`src/rtl/fwd_scoreboard_if.sv`:
```
// Handshake bundle between the ID-stage controller and the forwarding scoreboard.
// The controller drives the pipeline/issue/query signals; the scoreboard answers.
interface fwd_scoreboard_if #(
    parameter int unsigned CNT_W = 32
);
    logic             Pipe_Adv;
    logic [2:0]       Flush_Mask;
    logic             ID_Issue;
    logic [4:0]       ID_rd;
    logic             ID_WrReg;
    logic [1:0]       ID_ResClass;
    logic [4:0]       ID_rs;
    logic [4:0]       ID_rt;
    logic [1:0]       ID_rsrtRead;
    logic             ID_Stall;
    logic [1:0]       ID_rs_Fwd;
    logic [1:0]       ID_rt_Fwd;
    logic [CNT_W-1:0] Stall_Cnt;

    modport master (
        output Pipe_Adv, Flush_Mask, ID_Issue, ID_rd, ID_WrReg, ID_ResClass,
        output ID_rs, ID_rt, ID_rsrtRead,
        input  ID_Stall, ID_rs_Fwd, ID_rt_Fwd, Stall_Cnt
    );

    modport slave (
        input  Pipe_Adv, Flush_Mask, ID_Issue, ID_rd, ID_WrReg, ID_ResClass,
        input  ID_rs, ID_rt, ID_rsrtRead,
        output ID_Stall, ID_rs_Fwd, ID_rt_Fwd, Stall_Cnt
    );
endinterface

```
`src/rtl/fwd_scoreboard.sv`:
```
// In-flight destination tracker for EXE/MEM/MEM2: answers ID operand queries with a
// youngest-producer forwarding source and a stall request, and counts stall cycles.
module fwd_scoreboard #(
    parameter int unsigned CNT_W = 32
) (
    input logic            clk,
    input logic            rst,
    fwd_scoreboard_if.slave bus
);
    typedef struct packed {
        logic       v;
        logic [4:0] rd;
        logic [1:0] cls;
    } rec_t;

    rec_t             r_rec [3];
    rec_t             w_rec_d [3];
    logic [CNT_W-1:0] r_stall_cnt;

    logic [4:0]       w_src [2];
    logic             w_rden [2];
    logic [1:0]       w_fwd [2];
    logic [1:0]       w_stall;

    // A producer in stage s is not ready while s is below its class threshold
    // (ALU 0, MFC0 2, load 3).
    function automatic logic not_ready(input logic [1:0] cls, input int unsigned s);
        case (cls)
            2'b00:   not_ready = 1'b0;
            2'b01:   not_ready = (s < 2);
            default: not_ready = 1'b1;
        endcase
    endfunction

    always_comb begin
        for (int s = 0; s < 3; s++) begin
            w_rec_d[s] = r_rec[s];
        end
        if (bus.Pipe_Adv) begin
            w_rec_d[2]     = r_rec[1];
            w_rec_d[1]     = r_rec[0];
            w_rec_d[0].v   = bus.ID_Issue & bus.ID_WrReg & (bus.ID_rd != 5'd0);
            w_rec_d[0].rd  = bus.ID_rd;
            w_rec_d[0].cls = bus.ID_ResClass;
        end
        for (int s = 0; s < 3; s++) begin
            if (bus.Flush_Mask[s]) begin
                w_rec_d[s].v = 1'b0;
            end
        end
    end

    always_ff @(posedge clk) begin
        if (rst) begin
            for (int s = 0; s < 3; s++) begin
                r_rec[s] <= '0;
            end
        end else begin
            for (int s = 0; s < 3; s++) begin
                r_rec[s] <= w_rec_d[s];
            end
        end
    end

    // Scan oldest to youngest so the youngest match overwrites older ones.
    always_comb begin
        w_src[0]  = bus.ID_rs;
        w_src[1]  = bus.ID_rt;
        w_rden[0] = bus.ID_rsrtRead[1];
        w_rden[1] = bus.ID_rsrtRead[0];
        w_stall   = '0;
        for (int op = 0; op < 2; op++) begin
            w_fwd[op] = 2'b00;
            for (int s = 2; s >= 0; s--) begin
                if (w_rden[op] && (w_src[op] != 5'd0) && r_rec[s].v
                        && (r_rec[s].rd == w_src[op])) begin
                    w_fwd[op]   = 2'(s + 1);
                    w_stall[op] = not_ready(r_rec[s].cls, int'(s));
                end
            end
        end
    end

    always_ff @(posedge clk) begin
        if (rst) begin
            r_stall_cnt <= '0;
        end else if (bus.ID_Stall && (r_stall_cnt != '1)) begin
            r_stall_cnt <= r_stall_cnt + 1'b1;
        end
    end

    assign bus.ID_Stall  = |w_stall;
    assign bus.ID_rs_Fwd = w_fwd[0];
    assign bus.ID_rt_Fwd = w_fwd[1];
    assign bus.Stall_Cnt = r_stall_cnt;
endmodule

```
`src/flat_wrapper.sv`:
```
// flat-port wrapper written by rule: the top's interface ports become plain ports
module fwd_scoreboard_flat 
#(
    parameter int unsigned CNT_W = 32
)
  (clk, rst, bus_Pipe_Adv, bus_Flush_Mask, bus_ID_Issue, bus_ID_rd, bus_ID_WrReg, bus_ID_ResClass, bus_ID_rs, bus_ID_rt, bus_ID_rsrtRead, bus_ID_Stall, bus_ID_rs_Fwd, bus_ID_rt_Fwd, bus_Stall_Cnt);
  fwd_scoreboard_if #(.CNT_W(CNT_W)) bus_i ();
  input logic clk;
  input logic rst;
  input wire logic [$bits(bus_i.Pipe_Adv)-1:0] bus_Pipe_Adv;
  input wire logic [$bits(bus_i.Flush_Mask)-1:0] bus_Flush_Mask;
  input wire logic [$bits(bus_i.ID_Issue)-1:0] bus_ID_Issue;
  input wire logic [$bits(bus_i.ID_rd)-1:0] bus_ID_rd;
  input wire logic [$bits(bus_i.ID_WrReg)-1:0] bus_ID_WrReg;
  input wire logic [$bits(bus_i.ID_ResClass)-1:0] bus_ID_ResClass;
  input wire logic [$bits(bus_i.ID_rs)-1:0] bus_ID_rs;
  input wire logic [$bits(bus_i.ID_rt)-1:0] bus_ID_rt;
  input wire logic [$bits(bus_i.ID_rsrtRead)-1:0] bus_ID_rsrtRead;
  output wire logic [$bits(bus_i.ID_Stall)-1:0] bus_ID_Stall;
  output wire logic [$bits(bus_i.ID_rs_Fwd)-1:0] bus_ID_rs_Fwd;
  output wire logic [$bits(bus_i.ID_rt_Fwd)-1:0] bus_ID_rt_Fwd;
  output wire logic [$bits(bus_i.Stall_Cnt)-1:0] bus_Stall_Cnt;
  assign bus_i.Pipe_Adv = bus_Pipe_Adv;
  assign bus_i.Flush_Mask = bus_Flush_Mask;
  assign bus_i.ID_Issue = bus_ID_Issue;
  assign bus_i.ID_rd = bus_ID_rd;
  assign bus_i.ID_WrReg = bus_ID_WrReg;
  assign bus_i.ID_ResClass = bus_ID_ResClass;
  assign bus_i.ID_rs = bus_ID_rs;
  assign bus_i.ID_rt = bus_ID_rt;
  assign bus_i.ID_rsrtRead = bus_ID_rsrtRead;
  assign bus_ID_Stall = bus_i.ID_Stall;
  assign bus_ID_rs_Fwd = bus_i.ID_rs_Fwd;
  assign bus_ID_rt_Fwd = bus_i.ID_rt_Fwd;
  assign bus_Stall_Cnt = bus_i.Stall_Cnt;
  fwd_scoreboard #(.CNT_W(CNT_W)) u_core (.clk(clk), .rst(rst), .bus(bus_i));
endmodule
```
`config.mk`:
```
export PLATFORM = sky130hd
export DESIGN_NAME = fwd_scoreboard_flat
export DESIGN_NICKNAME = d
export VERILOG_FILES = /design/src/rtl/fwd_scoreboard_if.sv /design/src/rtl/fwd_scoreboard.sv /design/src/flat_wrapper.sv
export SDC_FILE = /design/constraint.sdc
export NUM_CORES = 1
export LEC_CHECK = 0
export CAP_MARGIN = 20
export CORE_MARGIN = 5
export CORE_UTILIZATION = 46
export DETAILED_ROUTE_END_ITERATION = 6
export PLACE_DENSITY = 0.77
export SETUP_SLACK_MARGIN = 0.02
export SLEW_MARGIN = 20
export SYNTH_ARGS = -nofsm -noshare
export SYNTH_HDL_FRONTEND = slang
export SYNTH_SLANG_ARGS = --single-unit
```
`constraint.sdc`:
```
create_clock -name clk -period 2.5 [get_ports clk]
set_input_delay 0.375 -clock clk [delete_from_list [all_inputs] [get_ports clk]]
set_output_delay 0.375 -clock clk [all_outputs]
set_load 0.02 [all_outputs]
```
==> results.cfg, run 1 <==
[placed_design]
globalplace.congestion = 0.9211
dpl_cell_area_sq_um = 3881
dp_hpwl_microns = 5553
portBuffers = 63

[cells_and_area]
multi_input_area_sq_um = 1939
area_delta_synth_final_pct = 44.03
drive_gt1_share_pct = 25.64
nets = 461
num_antenna_cells = 0
final_util_pct = 67.28
fill_cells = 495
fin_area_sq_um = 4199
final-seq-area_sq_um = 1107

[setup_path]
slowest_stage = dfxtp_2
max_stage_delay_ns = 0.34
crit_arrival_ns = 2.79
reg2reg_slack_ns = -0.03
cp_top_family = simple AND/OR/NAND/NOR gates
worstSetupEndpointType = flop
cp-start-kind = flop
critical_path_required_ns = 2.76
cp.depth = 11
crit_type = flop to flop
cpMostUsedCell = buf_6
r2r_cells = 11
path_buf_inv = 3
worstPathMaxFanout = 7
crit_chain = xor2_1, nor4_2, buf_4, nand4b_4, mux2i_1, o221a_1, buf_6, or2_4, buf_6, or3_4, a21oi_2

[clock_network]
clk_pin_slew_ns = 0.11
cts_root_buffer = clkbuf_8
cts_tree = done
htreeDepth = 2
clockBufferDepth = 2
numCtsBuffers = 5
cts.sinks = 55
clkLatencyLatePin_ns = 0.32

[run_status]
status = finished with violations
violations = setup timing

[sta]
hold_ws_ns = 0.5114
worst_slew_pin_slew_ns = 0.6302
hold_violations = 0
finClkSkew_ns = 0.01795
final-max-slew-violation-count = 0
max_freq_mhz = 394.8
setup_ws_ns = -0.03269
period_share_pct = 101.3
fin_crit_ns = 2.533
fin_tns_setup_ns = -0.1317
rsz0062_at_grt = yes
maxSlewHeadroom_pct = 57.99
setup_violations = 9

[yosys]
yosysWarnings = 0
synth_edf_count = 0
ys_ff_latch = 55
ys_types = 41
syn_area_sq_um = 2915
syn-num-nets = 364
syn-instance-count = 336
ys_seq_area_share_pct = 37.77
synth-async-reset-ratio_pct = 0
syn_area_per_cell_sq_um = 8.676
dominantRegCellSynth = dfxtp_1

[power]
p_leak_nw = 1.590
ir_drop_uv = 287.4
power_density_nw_per_um2 = 398.9

[floorplanning]
die_area_sq_um = 8030
start_util_pct = 46.71
die_w_microns = 89.61
coreArea_sq_um = 6241
fp.dieH_microns = 89.61
ios = 64
num_rows = 29

[job]
cap_violations = 0

[grt]
grtUsageTotal_pct = 18.88
grt_overflow = 0
grt_pass1_wl_microns = 11940
antenna_found_initial = 0
first_global_vias = 2586
grt_max_degree = 34

[routing]
drt-total-wl_microns = 7596
drt-vias-per-instance = 5.296
ant_nets = 0
via_count = 2701
avgRoutedWirePerCell_microns = 14.89
drc_errors = 0
drt-pass1-iter-count = 4
drtIter0Drc = 97

[worst_hold_path]
holdPathStages = 2
hp-class = flop to flop
-- timing repair --
item | 4_1_cts | 5_1_grt
setup endpoints to repair | 36 | 34
hold buffers | 0 | 0
setup buffers | 4 | 0
resized for setup | 53 | 44
pin swaps | 15 | 11
cloned | 0 | 0
-- flip-flops by register name, summed over array words and instances (netlist names) --
register / flops
u_core.r_rec: 23
u_core.bus.Stall_Cnt: 32
-- synthesized netlist by cell type, drive strengths merged (3+ instances only) --
cell type,number,area (sq um)
clkbuf,14,52.55
xnor2,38,332.8
mux2i,24,240.2
nor4,10,68.81
inv,3,11.26
mux2,6,67.56
nand3,21,105.1
buf,4,37.53
dfxtp,55,1101
nand4,5,31.28
nor2,46,172.7
nand2,13,48.80
a21oi,10,50.05
or2,4,25.03
and4,3,26.28
or3,8,50.05
o21ai,10,53.80
and3,10,62.56
nor2b,11,68.82
nor3,17,90.09
xor2,8,70.07
-- logic make-up (layout without fill, tap and decap cells) --
family                     Yosys count  in the layout  synth area share, %
and+or+nand+nor                    156            156                28.24
DFF                                 55             55                37.77
xor gates and xnor gates            46             46                13.82
muxes                               30             30                10.56
AOI/OAI and AO/OA                   27             27                5.709
buffers and inverters               21            118                3.476
adders and majority gates            1              1               0.4291
-- cell type report --
class | instances | area share [%]
Clock inverter | 2 | 0.8939
Tap cell | 77 | 2.294
Inverter | 3 | 0.2682
Clock buffer | 5 | 1.639
Multi-Input combinational cell | 260 | 46.19
Timing Repair Buffer | 108 | 22.35
Sequential cell | 55 | 26.37
-- power breakdown --
group / internal (W) / total (W) / switching [W]
clock network: 0.000293 / 0.000587 / 0.000294
registers: 0.000888 / 0.000903 / 0.0000150
logic: 0.000100 / 0.000185 / 0.0000850
-- stage by stage --
| step | total power (W) | worst slack, ns | instances |
|---|---|---|---|
| 2_1_floorplan | 0.001009 | -0.06550 | 336 |
| 3_3_place_gp | 0.001101 | -0.6325 | 499 |
| 3_5_place_dp | 0.001106 | -0.7047 | 499 |
| 4_1_cts | 0.001683 | -0.1027 | 510 |
| 5_1_grt | 0.001740 | -0.1776 | 510 |
| 6_report | 0.001675 | -0.03269 | 510 |
-- layer usage --
| metal | global-route usage [%] | vias to the layer above | wire length [microns] |
|---|---|---|---|
| met1 | 22.65 | 1262 | 3228 |
| li1 | - | 1366 | - |
| met5 | 0 | - | 0 |
| met4 | 5.413 | 0 | 125 |
| met2 | 34.24 | 60 | 3878 |
| met3 | 3.376 | 13 | 363 |
-- worst paths after layout --
path,endpoint,from
worst max-delay path,u_core.bus.Stall_Cnt[11]$_SDFFE_PP0P_,u_core.r_rec[0][14]$_SDFFE_PP0P_
worst min register to register,u_core.r_rec[0][8]$_SDFFE_PP0P_,u_core.r_rec[0][8]$_SDFFE_PP0P_
worst min-delay path,u_core.r_rec[0][8]$_SDFFE_PP0P_,u_core.r_rec[0][8]$_SDFFE_PP0P_
worst max register to register,u_core.bus.Stall_Cnt[11]$_SDFFE_PP0P_,u_core.r_rec[0][14]$_SDFFE_PP0P_
-- worst register-to-register path: cells and delay by family, from the launching register on --
| kind | cells | cell delay (ns) |
|---|---|---|
| XOR/XNOR | 1 | 0.16 |
| flip-flops | 1 | 0.34 |
| multiplexers | 1 | 0.14 |
| buffers and inverters | 3 | 0.44 |
| AO/OA/AOI/OAI | 2 | 0.42 |
| AND/OR/NAND/NOR | 4 | 0.97 |
-- layout by cell type, fill, tap and decap left out, types with 3 or more instances in the layout --
cell type	netlist	layout
dfxtp_1	55	52
and3_1	10	9
nor3_1	16	10
buf_4	0	41
o21ai_0	5	5
nor2b_1	11	9
nand4_1	5	5
xor2_1	8	8
buf_6	3	7
buf_2	0	4
inv_1	3	3
xnor2_1	38	38
nor4_2	1	7
dlygate4sd2_1	0	3
mux2_1	6	4
nand3_2	0	4
nand2_1	13	13
nand3_1	21	17
clkbuf_8	0	5
nor3_2	1	5
o21ai_1	4	3
and4_1	3	3
clkbuf_2	0	5
or3_1	8	6
clkdlybuf4s50_1	0	47
a21oi_2	0	5
mux2i_1	24	24
a21oi_1	10	5
nor2_1	46	46
Note: power is estimated with default switching activity, not from simulation.
==> inputs of run 2 (changes only) <==
--- a/config.mk
+++ b/config.mk
@@ -5,11 +5,11 @@
 export SDC_FILE = /design/constraint.sdc
 export NUM_CORES = 1
 export LEC_CHECK = 0
+export ABC_AREA = 1
 export CAP_MARGIN = 20
 export CORE_MARGIN = 5
-export CORE_UTILIZATION = 46
+export CORE_UTILIZATION = 35
 export DETAILED_ROUTE_END_ITERATION = 6
-export PLACE_DENSITY = 0.77
 export SETUP_SLACK_MARGIN = 0.02
 export SLEW_MARGIN = 20
 export SYNTH_ARGS = -nofsm -noshare
==> run 2 against run 1 <==
The run now ends clean. Clock power grew 8.5%. Synthesized cell count grew 67%. Fmax grew 9.5%. Wire length grew 27%. Critical endpoint is now bus_ID_rs_Fwd[0]. Largest cell class unchanged.
==> results.cfg, run 2 <==
[clock_network]
clockBufferDepth = 2
clkLatencyLatePin_ns = 0.32
numCtsBuffers = 5
cts_root_buffer = clkbuf_8
clk_pin_slew_ns = 0.10
htreeDepth = 2
cts_tree = done
cts.sinks = 55

[floorplanning]
die_w_microns = 107.9
fp.dieH_microns = 107.9
num_rows = 35
ios = 64
die_area_sq_um = 11650
start_util_pct = 36.15
coreArea_sq_um = 9284

[yosys]
dominantRegCellSynth = dfxtp_1
syn_area_sq_um = 3356
synth-async-reset-ratio_pct = 0
ys_ff_latch = 55
ys_types = 28
ys_seq_area_share_pct = 32.81
synth.most_common_cell = nand2_1
synth_common_cells = nand2_1, nor2_1, inv_1, dfxtp_1, a21oi_1
synth.top_cell.area_share_pct = 32.81
syn-instance-count = 561
yosysWarnings = 0
syn-num-nets = 589
synth_area_leaders = dfxtp_1, nand2_1, nor2_1
yosys.area.top_type = dfxtp_1
synth_edf_count = 0
syn_area_per_cell_sq_um = 5.982

[cells_and_area]
final_common_cell = nand2_1
num_antenna_cells = 0
largest_reg_flops = 32
final_cell_mix = nand2_1, nor2_1, inv_1
fin_area_sq_um = 4297
nets = 659
area_delta_synth_final_pct = 28.04
drive_gt1_share_pct = 7.911
fill_cells = 1016

[setup_path]
crit_arrival_ns = 1.94
reg2reg_slack_ns = 0.36
crit_chain = clkdlybuf4s50_1, inv_1, nand2_1, nand2_1, nor2_1, nand3_1, buf_4, nand3_1, nand2_1, clkdlybuf4s15_1
path_buf_inv = 4
worstReg2RegStart = u_core.r_rec[0][14]$_SDFFE_PP0P_
worstPathMaxFanout = 5
cp_top_family = buffers and inverters
worstSetupEndpointType = output pin
cpMostUsedCell = nand2_1
regToRegEndpoint = u_core.bus.Stall_Cnt[17]$_SDFFE_PP0P_
critical_path_required_ns = 2.12
max_stage_delay_ns = 0.49
crit_type = input pin to output pin
cp-start-kind = input pin
slowest_stage = clkdlybuf4s50_1
r2r_cells = 15

[sta]
final-max-slew-violation-count = 0
maxSlewHeadroom_pct = 65.23
period_share_pct = 92.48
hold_violations = 0
finClkSkew_ns = 0.01386
fin_crit_ns = 2.312
setup_violations = 0
max_freq_mhz = 432.5
rsz0062_at_grt = no
hold_ws_ns = 0.5149
worst_slew_pin_slew_ns = 0.5215

[grt]
grt_overflow = 0
grt_pass1_wl_microns = 15720
grt_max_degree = 53
first_global_vias = 3224
grtUsageTotal_pct = 16.55
antenna_found_initial = 0

[worst_hold_path]
holdPathStages = 2
hold_end = u_core.r_rec[0][8]$_SDFFE_PP0P_
hp-class = flop to flop
min-delay-start = u_core.r_rec[0][8]$_SDFFE_PP0P_

[routing]
drt-vias-per-instance = 4.809
drt-pass1-iter-count = 4
ant_nets = 0
drc_errors = 0
drt-total-wl_microns = 9626
avgRoutedWirePerCell_microns = 12.65
via_count = 3660
drtIter0Drc = 241

[power]
power_density_nw_per_um2 = 410.4
ir_drop_uv = 232.9
p_leak_nw = 1.962

[run_status]
status = complete, no violations

[job]
cap_violations = 0

[placed_design]
dp_hpwl_microns = 7456
dpl_cell_area_sq_um = 4146
portBuffers = 63
globalplace.congestion = 0.8994
## run 2: what timing repair did
| action | CTS | global route |
|---|---|---|
| hold buffers | 0 | 0 |
| buffers inserted | 0 | 4 |
| resized for setup | 16 | 8 |
| setup endpoints to repair | 5 | 24 |
## run 2: area by class of cell
| class | count | area, sq um | share of cell area [%] |
|---|---|---|---|
| clock buffer | 6 | 82.58 | 1.922 |
| sequential | 55 | 1101 | 25.63 |
| clock inverter | 2 | 38.79 | 0.9027 |
| tap | 129 | 161.4 | 3.757 |
| inverter | 74 | 277.8 | 6.465 |
| multi-input combinational | 415 | 1871 | 43.54 |
| timing repair buffer | 80 | 764.5 | 17.79 |
## run 2: kinds of logic (layout without fill, tap and decap cells)
logic type	after synthesis	after routing	share of synthesized area [%]
XOR/XNOR	5	5	1.305
adder cells (fa/ha/maj)	1	1	0.3728
AO/OA/AOI/OAI	81	81	12.53
flip-flops	55	55	32.81
buffers and inverters	91	162	11.60
AND/OR/NAND/NOR	328	328	41.39
## run 2: layer usage
layer / track usage [%] / part of all wire [%]
met1: 23.50 / 50
met3: 3.359 / 4.3
met2: 26.20 / 45
met5: 0 / 0
met4: 2.976 / 0.90
## run 2: how the worst max path moves through the flow
| stage | startpoint | end | slack (ns) | cells after the start |
|---|---|---|---|---|
| 6_report | bus_ID_rs[1] | bus_ID_rs_Fwd[0] | 0.19 | 10 |
| 4_1_cts | bus_ID_rs[0] | bus_ID_Stall | 0.06 | 12 |
| 5_1_grt | bus_ID_rs[1] | u_core.bus.Stall_Cnt[17]$_SDFFE_PP0P_ | 0.03 | 13 |
| 3_3_place_gp | bus_ID_rt[0] | bus_ID_Stall | -0.35 | 12 |
| 3_5_place_dp | bus_ID_rt[0] | bus_ID_Stall | -0.36 | 12 |
| 2_1_floorplan | u_core.bus.Stall_Cnt[0]$_SDFFE_PP0P_ | u_core.bus.Stall_Cnt[30]$_SDFFE_PP0P_ | 0.67 | 13 |
## run 2: power breakdown
group | switching (W) | internal, W
clock | 0.000307 | 0.000330
combinational | 0.000118 | 0.0000877
sequential | 0.0000222 | 0.000899
total | 0.000447 | 0.00132
## run 2: worst reg2reg max path, cell delays in order (launching register included)
cell and delay, ns:
dfxtp_1 0.40, inv_1 0.11, nand2_1 0.07, nand2_1 0.06, nor2_1 0.11, nand3_1 0.12, nor2_2 0.12, nand2_1 0.06
nand2_1 0.06, nand2_1 0.08, nand3_4 0.10, buf_4 0.36, buf_12 0.21, nand3_1 0.08, nand2_1 0.06, nor2_1 0.05
## run 2: per-stage QoR
| step | worst slack (ns) | instances | setup TNS (ns) | util [%] | total power (W) |
|---|---|---|---|---|---|
| global placement | -0.3476 | 749 | -5.615 | 44.66 | 0.001148 |
| floorplan | 0.6701 | 561 | 0 | - | 0.001052 |
| CTS | 0.06043 | 757 | 0 | 45.92 | 0.001785 |
| global route | 0.03031 | 761 | 0 | 46.28 | 0.001858 |
| detailed placement | -0.3602 | 749 | -6.580 | 44.66 | 0.001148 |
| finish | 0.1880 | 761 | 0 | 46.28 | 0.001763 |
